### src/rtl/hazard_pkg.sv
// Shared definitions for the RAW hazard controller.
// FSM state encodings and the hard-wired zero register index.
package hazard_pkg;

    typedef enum logic [1:0] {
        ST_IDLE    = 2'd0,
        ST_STALL   = 2'd1,
        ST_RELEASE = 2'd2
    } state_e;

    localparam int unsigned REG_ZERO = 0;

endpackage

### src/rtl/hazard_ctrl_unit_if.sv
// ID-side bundle between the decode stage and the hazard controller.
// master drives decoded/producer info, slave returns stall controls.
interface hazard_ctrl_unit_if #(
    parameter int NB_REG_ADDR = 5,
    parameter int N_SRC       = 2,
    parameter int N_PROD      = 3,
    parameter int MAX_STALL   = 4,
    parameter int NB_PERF     = 32
);
    localparam int NB_CNT = $clog2(MAX_STALL + 1);

    logic                          i_valid;
    logic [N_SRC*NB_REG_ADDR-1:0]  i_src_addr;
    logic [N_SRC-1:0]              i_src_used;
    logic                          i_early_use;
    logic [N_PROD*NB_REG_ADDR-1:0] i_prod_addr;
    logic [N_PROD-1:0]             i_prod_we;
    logic [N_PROD-1:0]             i_prod_rdy_ex;
    logic [N_PROD-1:0]             i_prod_rdy_id;
    logic                          i_perf_clr;
    logic                          o_stall;
    logic                          o_bubble;
    logic [NB_CNT-1:0]             o_stall_cnt;
    logic                          o_timeout;
    logic [NB_PERF-1:0]            o_perf_cycles;
    logic [NB_PERF-1:0]            o_perf_events;

    modport master (
        output i_valid, i_src_addr, i_src_used, i_early_use,
        output i_prod_addr, i_prod_we, i_prod_rdy_ex, i_prod_rdy_id,
        output i_perf_clr,
        input  o_stall, o_bubble, o_stall_cnt, o_timeout,
        input  o_perf_cycles, o_perf_events
    );

    modport slave (
        input  i_valid, i_src_addr, i_src_used, i_early_use,
        input  i_prod_addr, i_prod_we, i_prod_rdy_ex, i_prod_rdy_id,
        input  i_perf_clr,
        output o_stall, o_bubble, o_stall_cnt, o_timeout,
        output o_perf_cycles, o_perf_events
    );

endinterface

### src/rtl/hazard_match.sv
// Per-producer RAW check: any used source reading this stage's
// non-r0 destination while the result is not yet forwardable.
module hazard_match
    import hazard_pkg::*;
#(
    parameter int NB_REG_ADDR = 5,
    parameter int N_SRC       = 2
) (
    input  logic [N_SRC*NB_REG_ADDR-1:0] i_src_addr,
    input  logic [N_SRC-1:0]             i_src_used,
    input  logic [NB_REG_ADDR-1:0]       i_prod_addr,
    input  logic                         i_prod_we,
    input  logic                         i_prod_rdy,
    output logic                         o_haz
);

    logic [N_SRC-1:0] w_hit;
    logic             w_dest_ok;

    assign w_dest_ok = i_prod_we &
                       (i_prod_addr != NB_REG_ADDR'(REG_ZERO));

    genvar j;
    generate
        for (j = 0; j < N_SRC; j++) begin : g_src
            assign w_hit[j] = i_src_used[j] & w_dest_ok &
                (i_src_addr[j*NB_REG_ADDR +: NB_REG_ADDR] == i_prod_addr);
        end
    endgenerate

    assign o_haz = (|w_hit) & ~i_prod_rdy;

endmodule

### src/rtl/hazard_ctrl_unit.sv
// RAW hazard detector / stall controller beside ID with stall watchdog.
// Optional saturating perf counters enabled by defining HAZ_PERF_EN.
module hazard_ctrl_unit
    import hazard_pkg::*;
#(
    parameter int NB_REG_ADDR = 5,
    parameter int N_SRC       = 2,
    parameter int N_PROD      = 3,
    parameter int MAX_STALL   = 4,
    parameter int NB_PERF     = 32
) (
    input  logic             i_clock,
    input  logic             i_reset,
    hazard_ctrl_unit_if.slave bus
);

    localparam int NB_CNT = $clog2(MAX_STALL + 1);

    state_e            r_state;
    logic [NB_CNT-1:0] r_cnt;
    logic              r_timeout;

    logic [N_PROD-1:0] w_rdy;
    logic [N_PROD-1:0] w_haz_k;
    logic              w_haz;
    logic              w_stall;
    logic              w_event;

    genvar k;
    generate
        for (k = 0; k < N_PROD; k++) begin : g_prod
            assign w_rdy[k] = bus.i_early_use ? bus.i_prod_rdy_id[k]
                                              : bus.i_prod_rdy_ex[k];
            hazard_match #(
                .NB_REG_ADDR (NB_REG_ADDR),
                .N_SRC       (N_SRC)
            ) u_match (
                .i_src_addr  (bus.i_src_addr),
                .i_src_used  (bus.i_src_used),
                .i_prod_addr (bus.i_prod_addr[k*NB_REG_ADDR +: NB_REG_ADDR]),
                .i_prod_we   (bus.i_prod_we[k]),
                .i_prod_rdy  (w_rdy[k]),
                .o_haz       (w_haz_k[k])
            );
        end
    endgenerate

    // The RELEASE cycle lets the held instruction through to break livelock.
    assign w_haz   = |w_haz_k;
    assign w_stall = w_haz & bus.i_valid & i_reset &
                     (r_state != ST_RELEASE);
    assign w_event = w_haz & bus.i_valid & (r_state == ST_IDLE);

    // Stall FSM with consecutive-cycle watchdog and sticky timeout flag.
    always_ff @(posedge i_clock or negedge i_reset) begin
        if (!i_reset) begin
            r_state   <= ST_IDLE;
            r_cnt     <= '0;
            r_timeout <= 1'b0;
        end else if (bus.i_valid) begin
            unique case (r_state)
                ST_IDLE: begin
                    if (w_haz) begin
                        r_state <= ST_STALL;
                        r_cnt   <= NB_CNT'(1);
                    end
                end
                ST_STALL: begin
                    if (!w_haz) begin
                        r_state <= ST_IDLE;
                        r_cnt   <= '0;
                    end else if (r_cnt < NB_CNT'(MAX_STALL)) begin
                        r_cnt <= r_cnt + NB_CNT'(1);
                    end else begin
                        r_state   <= ST_RELEASE;
                        r_timeout <= 1'b1;
                    end
                end
                ST_RELEASE: begin
                    r_state <= ST_IDLE;
                    r_cnt   <= '0;
                end
                default: begin
                    r_state <= ST_IDLE;
                    r_cnt   <= '0;
                end
            endcase
        end
    end

    assign bus.o_stall     = w_stall;
    assign bus.o_bubble    = w_stall;
    assign bus.o_stall_cnt = r_cnt;
    assign bus.o_timeout   = r_timeout;

`ifdef HAZ_PERF_EN
    logic [NB_PERF-1:0] r_perf_cycles;
    logic [NB_PERF-1:0] r_perf_events;

    // Saturating stall-cycle and stall-episode counters; clear has priority.
    always_ff @(posedge i_clock or negedge i_reset) begin
        if (!i_reset) begin
            r_perf_cycles <= '0;
            r_perf_events <= '0;
        end else if (bus.i_perf_clr) begin
            r_perf_cycles <= '0;
            r_perf_events <= '0;
        end else begin
            if (w_stall && (r_perf_cycles != '1)) begin
                r_perf_cycles <= r_perf_cycles + NB_PERF'(1);
            end
            if (w_event && (r_perf_events != '1)) begin
                r_perf_events <= r_perf_events + NB_PERF'(1);
            end
        end
    end

    assign bus.o_perf_cycles = r_perf_cycles;
    assign bus.o_perf_events = r_perf_events;
`else
    logic w_unused_perf_clr;
    assign w_unused_perf_clr = bus.i_perf_clr;
    assign bus.o_perf_cycles = '0;
    assign bus.o_perf_events = '0;
`endif

endmodule
### src/flat_wrapper.sv
// flat-port wrapper written by rule: the top's interface ports become plain ports
module hazard_ctrl_unit_flat import hazard_pkg::*;
#(
    parameter int NB_REG_ADDR = 5,
    parameter int N_SRC       = 2,
    parameter int N_PROD      = 3,
    parameter int MAX_STALL   = 4,
    parameter int NB_PERF     = 32
)
  (i_clock, i_reset, bus_i_valid, bus_i_src_addr, bus_i_src_used, bus_i_early_use, bus_i_prod_addr, bus_i_prod_we, bus_i_prod_rdy_ex, bus_i_prod_rdy_id, bus_i_perf_clr, bus_o_stall, bus_o_bubble, bus_o_stall_cnt, bus_o_timeout, bus_o_perf_cycles, bus_o_perf_events);
  hazard_ctrl_unit_if #(.NB_REG_ADDR(NB_REG_ADDR), .N_SRC(N_SRC), .N_PROD(N_PROD), .MAX_STALL(MAX_STALL), .NB_PERF(NB_PERF)) bus_i ();
  input  logic i_clock;
  input  logic i_reset;
  input wire logic [$bits(bus_i.i_valid)-1:0] bus_i_valid;
  input wire logic [$bits(bus_i.i_src_addr)-1:0] bus_i_src_addr;
  input wire logic [$bits(bus_i.i_src_used)-1:0] bus_i_src_used;
  input wire logic [$bits(bus_i.i_early_use)-1:0] bus_i_early_use;
  input wire logic [$bits(bus_i.i_prod_addr)-1:0] bus_i_prod_addr;
  input wire logic [$bits(bus_i.i_prod_we)-1:0] bus_i_prod_we;
  input wire logic [$bits(bus_i.i_prod_rdy_ex)-1:0] bus_i_prod_rdy_ex;
  input wire logic [$bits(bus_i.i_prod_rdy_id)-1:0] bus_i_prod_rdy_id;
  input wire logic [$bits(bus_i.i_perf_clr)-1:0] bus_i_perf_clr;
  output wire logic [$bits(bus_i.o_stall)-1:0] bus_o_stall;
  output wire logic [$bits(bus_i.o_bubble)-1:0] bus_o_bubble;
  output wire logic [$bits(bus_i.o_stall_cnt)-1:0] bus_o_stall_cnt;
  output wire logic [$bits(bus_i.o_timeout)-1:0] bus_o_timeout;
  output wire logic [$bits(bus_i.o_perf_cycles)-1:0] bus_o_perf_cycles;
  output wire logic [$bits(bus_i.o_perf_events)-1:0] bus_o_perf_events;
  assign bus_i.i_valid = bus_i_valid;
  assign bus_i.i_src_addr = bus_i_src_addr;
  assign bus_i.i_src_used = bus_i_src_used;
  assign bus_i.i_early_use = bus_i_early_use;
  assign bus_i.i_prod_addr = bus_i_prod_addr;
  assign bus_i.i_prod_we = bus_i_prod_we;
  assign bus_i.i_prod_rdy_ex = bus_i_prod_rdy_ex;
  assign bus_i.i_prod_rdy_id = bus_i_prod_rdy_id;
  assign bus_i.i_perf_clr = bus_i_perf_clr;
  assign bus_o_stall = bus_i.o_stall;
  assign bus_o_bubble = bus_i.o_bubble;
  assign bus_o_stall_cnt = bus_i.o_stall_cnt;
  assign bus_o_timeout = bus_i.o_timeout;
  assign bus_o_perf_cycles = bus_i.o_perf_cycles;
  assign bus_o_perf_events = bus_i.o_perf_events;
  hazard_ctrl_unit #(.NB_REG_ADDR(NB_REG_ADDR), .N_SRC(N_SRC), .N_PROD(N_PROD), .MAX_STALL(MAX_STALL), .NB_PERF(NB_PERF)) u_core (.i_clock(i_clock), .i_reset(i_reset), .bus(bus_i));
endmodule
### config.mk
export PLATFORM = sky130hd
export DESIGN_NAME = hazard_ctrl_unit_flat
export DESIGN_NICKNAME = d
export VERILOG_FILES = /design/src/rtl/hazard_pkg.sv /design/src/rtl/hazard_ctrl_unit_if.sv /design/src/rtl/hazard_match.sv /design/src/rtl/hazard_ctrl_unit.sv /design/src/flat_wrapper.sv
export SDC_FILE = /design/constraint.sdc
export NUM_CORES = 1
export LEC_CHECK = 0
export BUFFER_PORTS_ARGS = -buffer_cell sky130_fd_sc_hd__buf_2
export CAP_MARGIN = 5
export CELL_PAD_IN_SITES_DETAIL_PLACEMENT = 0
export CELL_PAD_IN_SITES_GLOBAL_PLACEMENT = 1
export CORE_ASPECT_RATIO = 1.4
export CORE_MARGIN = 10
export CORE_UTILIZATION = 26
export DETAILED_ROUTE_END_ITERATION = 8
export GPL_ROUTABILITY_DRIVEN = 0
export PLACE_DENSITY = 0.91
export SETUP_SLACK_MARGIN = 0.5
export SLEW_MARGIN = 20
export SYNTH_ARGS = -nofsm -noshare
export SYNTH_HDL_FRONTEND = slang
export SYNTH_SLANG_ARGS = --single-unit
### constraint.sdc
create_clock -name i_clock -period 5.8 [get_ports i_clock]
set_input_delay 1.16 -clock i_clock [delete_from_list [all_inputs] [get_ports i_clock]]
set_output_delay 1.16 -clock i_clock [all_outputs]
set_load 0.01 [all_outputs]
# --- Yosys cells after proc, flatten, opt, wreduce, memory -nomap -nowiden ---
# Cells that the tools add are included.
op_classes:
  addsub: 1
  order_cmp: 1
  eq_ne: 11
  muxes: 11
  bitwise: 25
  n_reduce_logical: 11
op_table:
  columns: ["op", "count"]
  rows:
  - ["== test 5 bit", 6]
  - ["AND 1 bit", 21]
  - ["nonzero test 5 bit", 3]
  - ["two-way mux 3 bit", 3]
  - ["two-way mux 2 bit", 3]
  - ["inequality test 3 bit, second input constant", 2]
  - ["case mux 3 bit (2 select lines)", 1]
  - ["AND reduction 3 bit", 2]
  - ["OR reduction 2 bit", 3]
  - ["NOT 1 bit", 4]
  - ["case mux 2 bit (2 select lines)", 1]
  - ["AND reduction 4 bit", 1]
  - ["adder 3 x 1 -> 3 bit, second input constant", 1]
  - ["< comparator 3 bit, second input constant", 1]
  - ["two-way mux 1 bit", 3]
  - ["OR reduction 3 bit", 1]
  - ["== test 2 x 1 -> 1 bit, second input constant", 1]
  - ["logical NOT 2 bit", 1]
  - ["inequality test 2 x 1 -> 1 bit, second input constant", 1]
  - ["inequality test 2 bit, second input constant", 1]
totals:
  register_bits: 6
  input_bits: 41
  out_inout_bits: 70
  word_cells: 63

# --- Depth between registers and ports, before layout ---
logic_depth:
  depth_word: 10
  ltp_mapped: 7
  ltp_nobuf: 6

# --- Hierarchy ---
# A second synthesis with hierarchy kept.
unflattened:
  cells_unflattened: 162
  area_unflattened_um2: 1308.8
by_module_without_submodules:
  columns: ["mod", "instances", "cells_per_inst", "area_each_um2"]
  rows:
  - ["hazard_ctrl_unit", 1, 108, 888.4]
  - ["hazard_match", 3, 18, 140.1]

# --- Worst setup path before layout ---
# No wires, ideal clock.
synth_path:
  path_type: "input-to-output"
  start: "input bus_i_src_addr[8]"
  end: "output bus_o_stall"
  arrival_time_ns: 2.455
  required_ns: 4.640
  path_slack_ns: 2.185
  cell_stages: 7
  n_path_buf: 1
  path_cell_list: "xnor2_1 > nand4_1 > o22ai_1 > a222oi_1 > nand2b_1 > nor2_1 > buf_4"
synth_between:
  elab_chain_cells: 8
  word_cells_on_any_way: 16
  cone_classes: "3 x eq/ne; 9 x bitwise; 4 x reduce/logical"
synth_lines:
  columns: ["element", "line_no", "rtl"]
  rows:
  - ["start, declared", "flat_wrapper.sv:15", "input wire logic [$bits(bus_i.i_src_addr)-1:0] bus_i_src_addr;"]
  - ["== test 5 bit", "hazard_match.sv:27", "(i_src_addr[j*NB_REG_ADDR +: NB_REG_ADDR] == i_prod_addr);"]
  - ["AND 1 bit", "hazard_match.sv:26", "assign w_hit[j] = i_src_used[j] & w_dest_ok &"]
  - ["OR reduction 2 bit", "hazard_match.sv:31", "assign o_haz = (|w_hit) & ~i_prod_rdy;"]
  - ["AND 1 bit", "hazard_match.sv:31", null]
  - ["OR reduction 3 bit *", "hazard_ctrl_unit.sv:49", "assign w_haz = |w_haz_k;"]
  - ["AND 1 bit * (3 in series)", "hazard_ctrl_unit.sv:50", "assign w_stall = w_haz & bus.i_valid & i_reset &"]
  - ["end, declared", "flat_wrapper.sv:23", "output wire logic [$bits(bus_i.o_stall)-1:0] bus_o_stall;"]
# Mark *: on every way between the ends. The rest lies on a longest branch, timed or not.

# --- Worst setup path after layout ---
layout_path:
  start: "input bus_i_src_addr[4]"
  end: "output bus_o_bubble"
layout_between:
  elab_chain_cells: 8
  word_cells_on_any_way: 16
  cone_classes: "3 x eq/ne; 9 x bitwise; 4 x reduce/logical"
layout_lines:
  columns: ["element", "line_no", "rtl"]
  rows:
  - ["== test 5 bit", "hazard_match.sv:27", null]
  - ["AND 1 bit", "hazard_match.sv:26", null]
  - ["OR reduction 2 bit", "hazard_match.sv:31", null]
  - ["AND 1 bit", "hazard_match.sv:31", null]
  - ["OR reduction 3 bit *", "hazard_ctrl_unit.sv:49", null]
  - ["AND 1 bit * (3 in series)", "hazard_ctrl_unit.sv:50", null]
  - ["end, declared", "flat_wrapper.sv:24", "output wire logic [$bits(bus_i.o_bubble)-1:0] bus_o_bubble;"]
# Marks and branches as above.

==> flow_summary.ini <==
[outcome]
status = finished, final reports clean

[worst_hold_path]
whs_path_depth = 1
hold_class = reg -> reg

[floorplanning]
die-area_um2 = 8040
ios = 111
rows = 29
die_h_um = 102
die_w_um = 78.7
start_util = 0.272
coreArea_um2 = 4610

[finish]
layout_common_cells = conb_1 (64), buf_2 (45), xnor2_1 (30), nand2_1 (11)
layout-drive-gt1-share = 0.236
final_nets = 252
final_cells = 270
final_common_cell = conb_1
syn_to_final_growth_pct = 7.08
n_antenna_cell = 0

[cts]
ctsHoldBuffers = 0
cts.sinks = 6
numCtsBuffers = 3
clock_path_buffers = 2
postCtsSetupBuffers = 0
cts-root-buf = clkbuf_8
clock_latency_ns = 0.22
clk_pin_slew_ns = 0.04
htreeDepth = 1
tritoncts = built
cts_resized = 0

[setup_path]
r2r_start = u_core.bus.o_stall_cnt[0]
crit_path_start_kind = input pin
cp.arrival_ns = 2.90
endpoint_kind = output port
crit_type = in -> out
reg2reg_to = u_core.bus.o_stall_cnt[1]
setup.worst_path.start = bus_i_src_addr[4]
crit_required_ns = 4.64
cp_max_fo = 7
reg2regPathDepth = 6
r2r_slack_ns = 4.39
endpoint = bus_o_bubble

[power]
leakage_nw = 0.662
powerDensity_nw_per_um2 = 177
ir_drop_v = 0.000129
fin_total_pwr_w = 0.000238

[sta]
fmax_ghz = 0.246
fin_crit_ns = 4.06
report.final.setup_viol = 0
worstMarginPinSlew_ns = 0.860
finalCritPeriodShare = 0.701
relSlewSlack = 0.427
rsz0062_at_grt = false
skew_ns = 0.000634
totalNegativeSetupSlack_ns = 0
hold_violations = 0
finalMaxSlewViolations = 0

[drt]
drt_iter0_markers = 40
routed_wl_mm = 3.54
final_antenna_net_count = 0
first_pass_iters = 4
dr_total_vias = 1072
post_drt_wl_per_cell_um = 13.1
drc = 0
vias_per_cell = 3.97

[grt]
grt_pass1_wl_mm = 5.40
grt-ovfl-total = 0
grt_pass1_vias = 1212
grt_max_degree = 11
track_usage = 0.0799
antenna_found_initial = 0

[yosys]
synth.distinct_cells = 26
ys_seq_elements = 6
yosysSeqAreaShare = 0.120
yosysWarnings = 0
syn_area_per_cell_um2 = 7.70
syn_inst = 163
syn_area_um2 = 1250

[flow_run]
maxCapViolCount = 0

[place]
dp_hpwl_mm = 3.19
portBuffers = 45
placed_cells = 267
-- worst max-delay path: stages --
cell      delay (ns)
buf_2           0.14
xnor2_1         0.12
nand4_1         0.12
o22ai_1         0.09
a222oi_1        0.78
nand2b_1        0.28
nor2_1          0.08
buf_2           0.14
-- flip-flops by register name, indices dropped and copies added, names as in the netlist --
| name | count |
|---|---|
| u_core.bus.o_timeout | 1 |
| u_core.bus.o_stall_cnt | 3 |
| u_core.r_state | 2 |
-- cells in the mapped netlist, drive strengths merged --
cell type | n | area (um2)
or2 | 1 | 6.26
nor4b | 2 | 17.5
conb | 1 | 3.75
o22ai | 4 | 25.0
or3 | 1 | 6.26
and3 | 2 | 12.5
a211o | 2 | 17.5
xnor2 | 30 | 263
nor2 | 6 | 22.5
nor3 | 4 | 20.0
buf | 65 | 488
nand4 | 6 | 37.5
clkbuf | 1 | 3.75
nand2b | 1 | 6.26
o21bai | 1 | 7.51
mux2i | 3 | 30.0
inv | 2 | 7.51
a21oi | 6 | 30.0
dfrtp | 6 | 150
o21ai | 2 | 10.0
ha | 1 | 12.5
o2bb2ai | 1 | 8.76
nand2 | 11 | 41.3
a222oi | 1 | 10.0
nand3 | 2 | 10.0
o211ai | 1 | 7.51
-- per-stage QoR --
stage	hold WS, ns	util	worst slack (ns)	cell area, um2
floorplan	0.513	-	2.19	1490
global placement	0.456	0.283	1.71	1300
detailed placement	0.457	0.283	1.72	1300
global route	0.483	0.292	1.43	1340
CTS	0.471	0.292	1.71	1340
finish	0.468	0.292	1.74	1340
-- report_power, final --
| group | switching, W | total (W) | internal, W |
|---|---|---|---|
| Clock | 0.0000185 | 0.0000631 | 0.0000446 |
| Sequential | 0.0000151 | 0.0000650 | 0.0000499 |
| Combinational | 0.0000634 | 0.000109 | 0.0000460 |
-- worst min path at each step --
stage,start,end,slack [ns]
6_report,u_core.bus.o_timeout,u_core.bus.o_timeout,0.47
5_1_grt,u_core.bus.o_timeout,u_core.bus.o_timeout,0.48
4_1_cts,u_core.bus.o_timeout,u_core.bus.o_timeout,0.47
3_5_place_dp,u_core.bus.o_timeout,u_core.bus.o_timeout,0.46
3_3_place_gp,u_core.bus.o_timeout,u_core.bus.o_timeout,0.46
2_1_floorplan,u_core.bus.o_timeout,u_core.bus.o_timeout,0.51
-- routing by layer --
metal,part of all wire,vias to the layer above,GRT usage
met4,0.021,0,0.0304
li1,-,506,-
met2,0.47,80,0.143
met5,0,-,0
met3,0.13,9,0.0378
met1,0.38,477,0.0780
-- area by class of cell --
type | instances | area [um2]
Timing Repair Buffer | 45 | 225
Sequential cell | 6 | 150
Fill cell | 534 | 3260
Inverter | 2 | 7.51
Clock buffer | 3 | 41.3
Tap cell | 62 | 77.6
Multi-Input combinational cell | 152 | 842
-- kinds of logic after synthesis --
group                    Yosys count  share of synthesized area
flip-flops                         6                      0.120
XOR/XNOR                          30                      0.209
adder cells (fa/ha/maj)            1                    0.00997
multiplexers                       3                     0.0239
AO/OA/AOI/OAI                     18                     0.0927
other                              1                    0.00299
buffers and inverters             68                      0.398
AND/OR/NAND/NOR                   36                      0.144
Note: power is estimated with default switching activity, not from simulation.
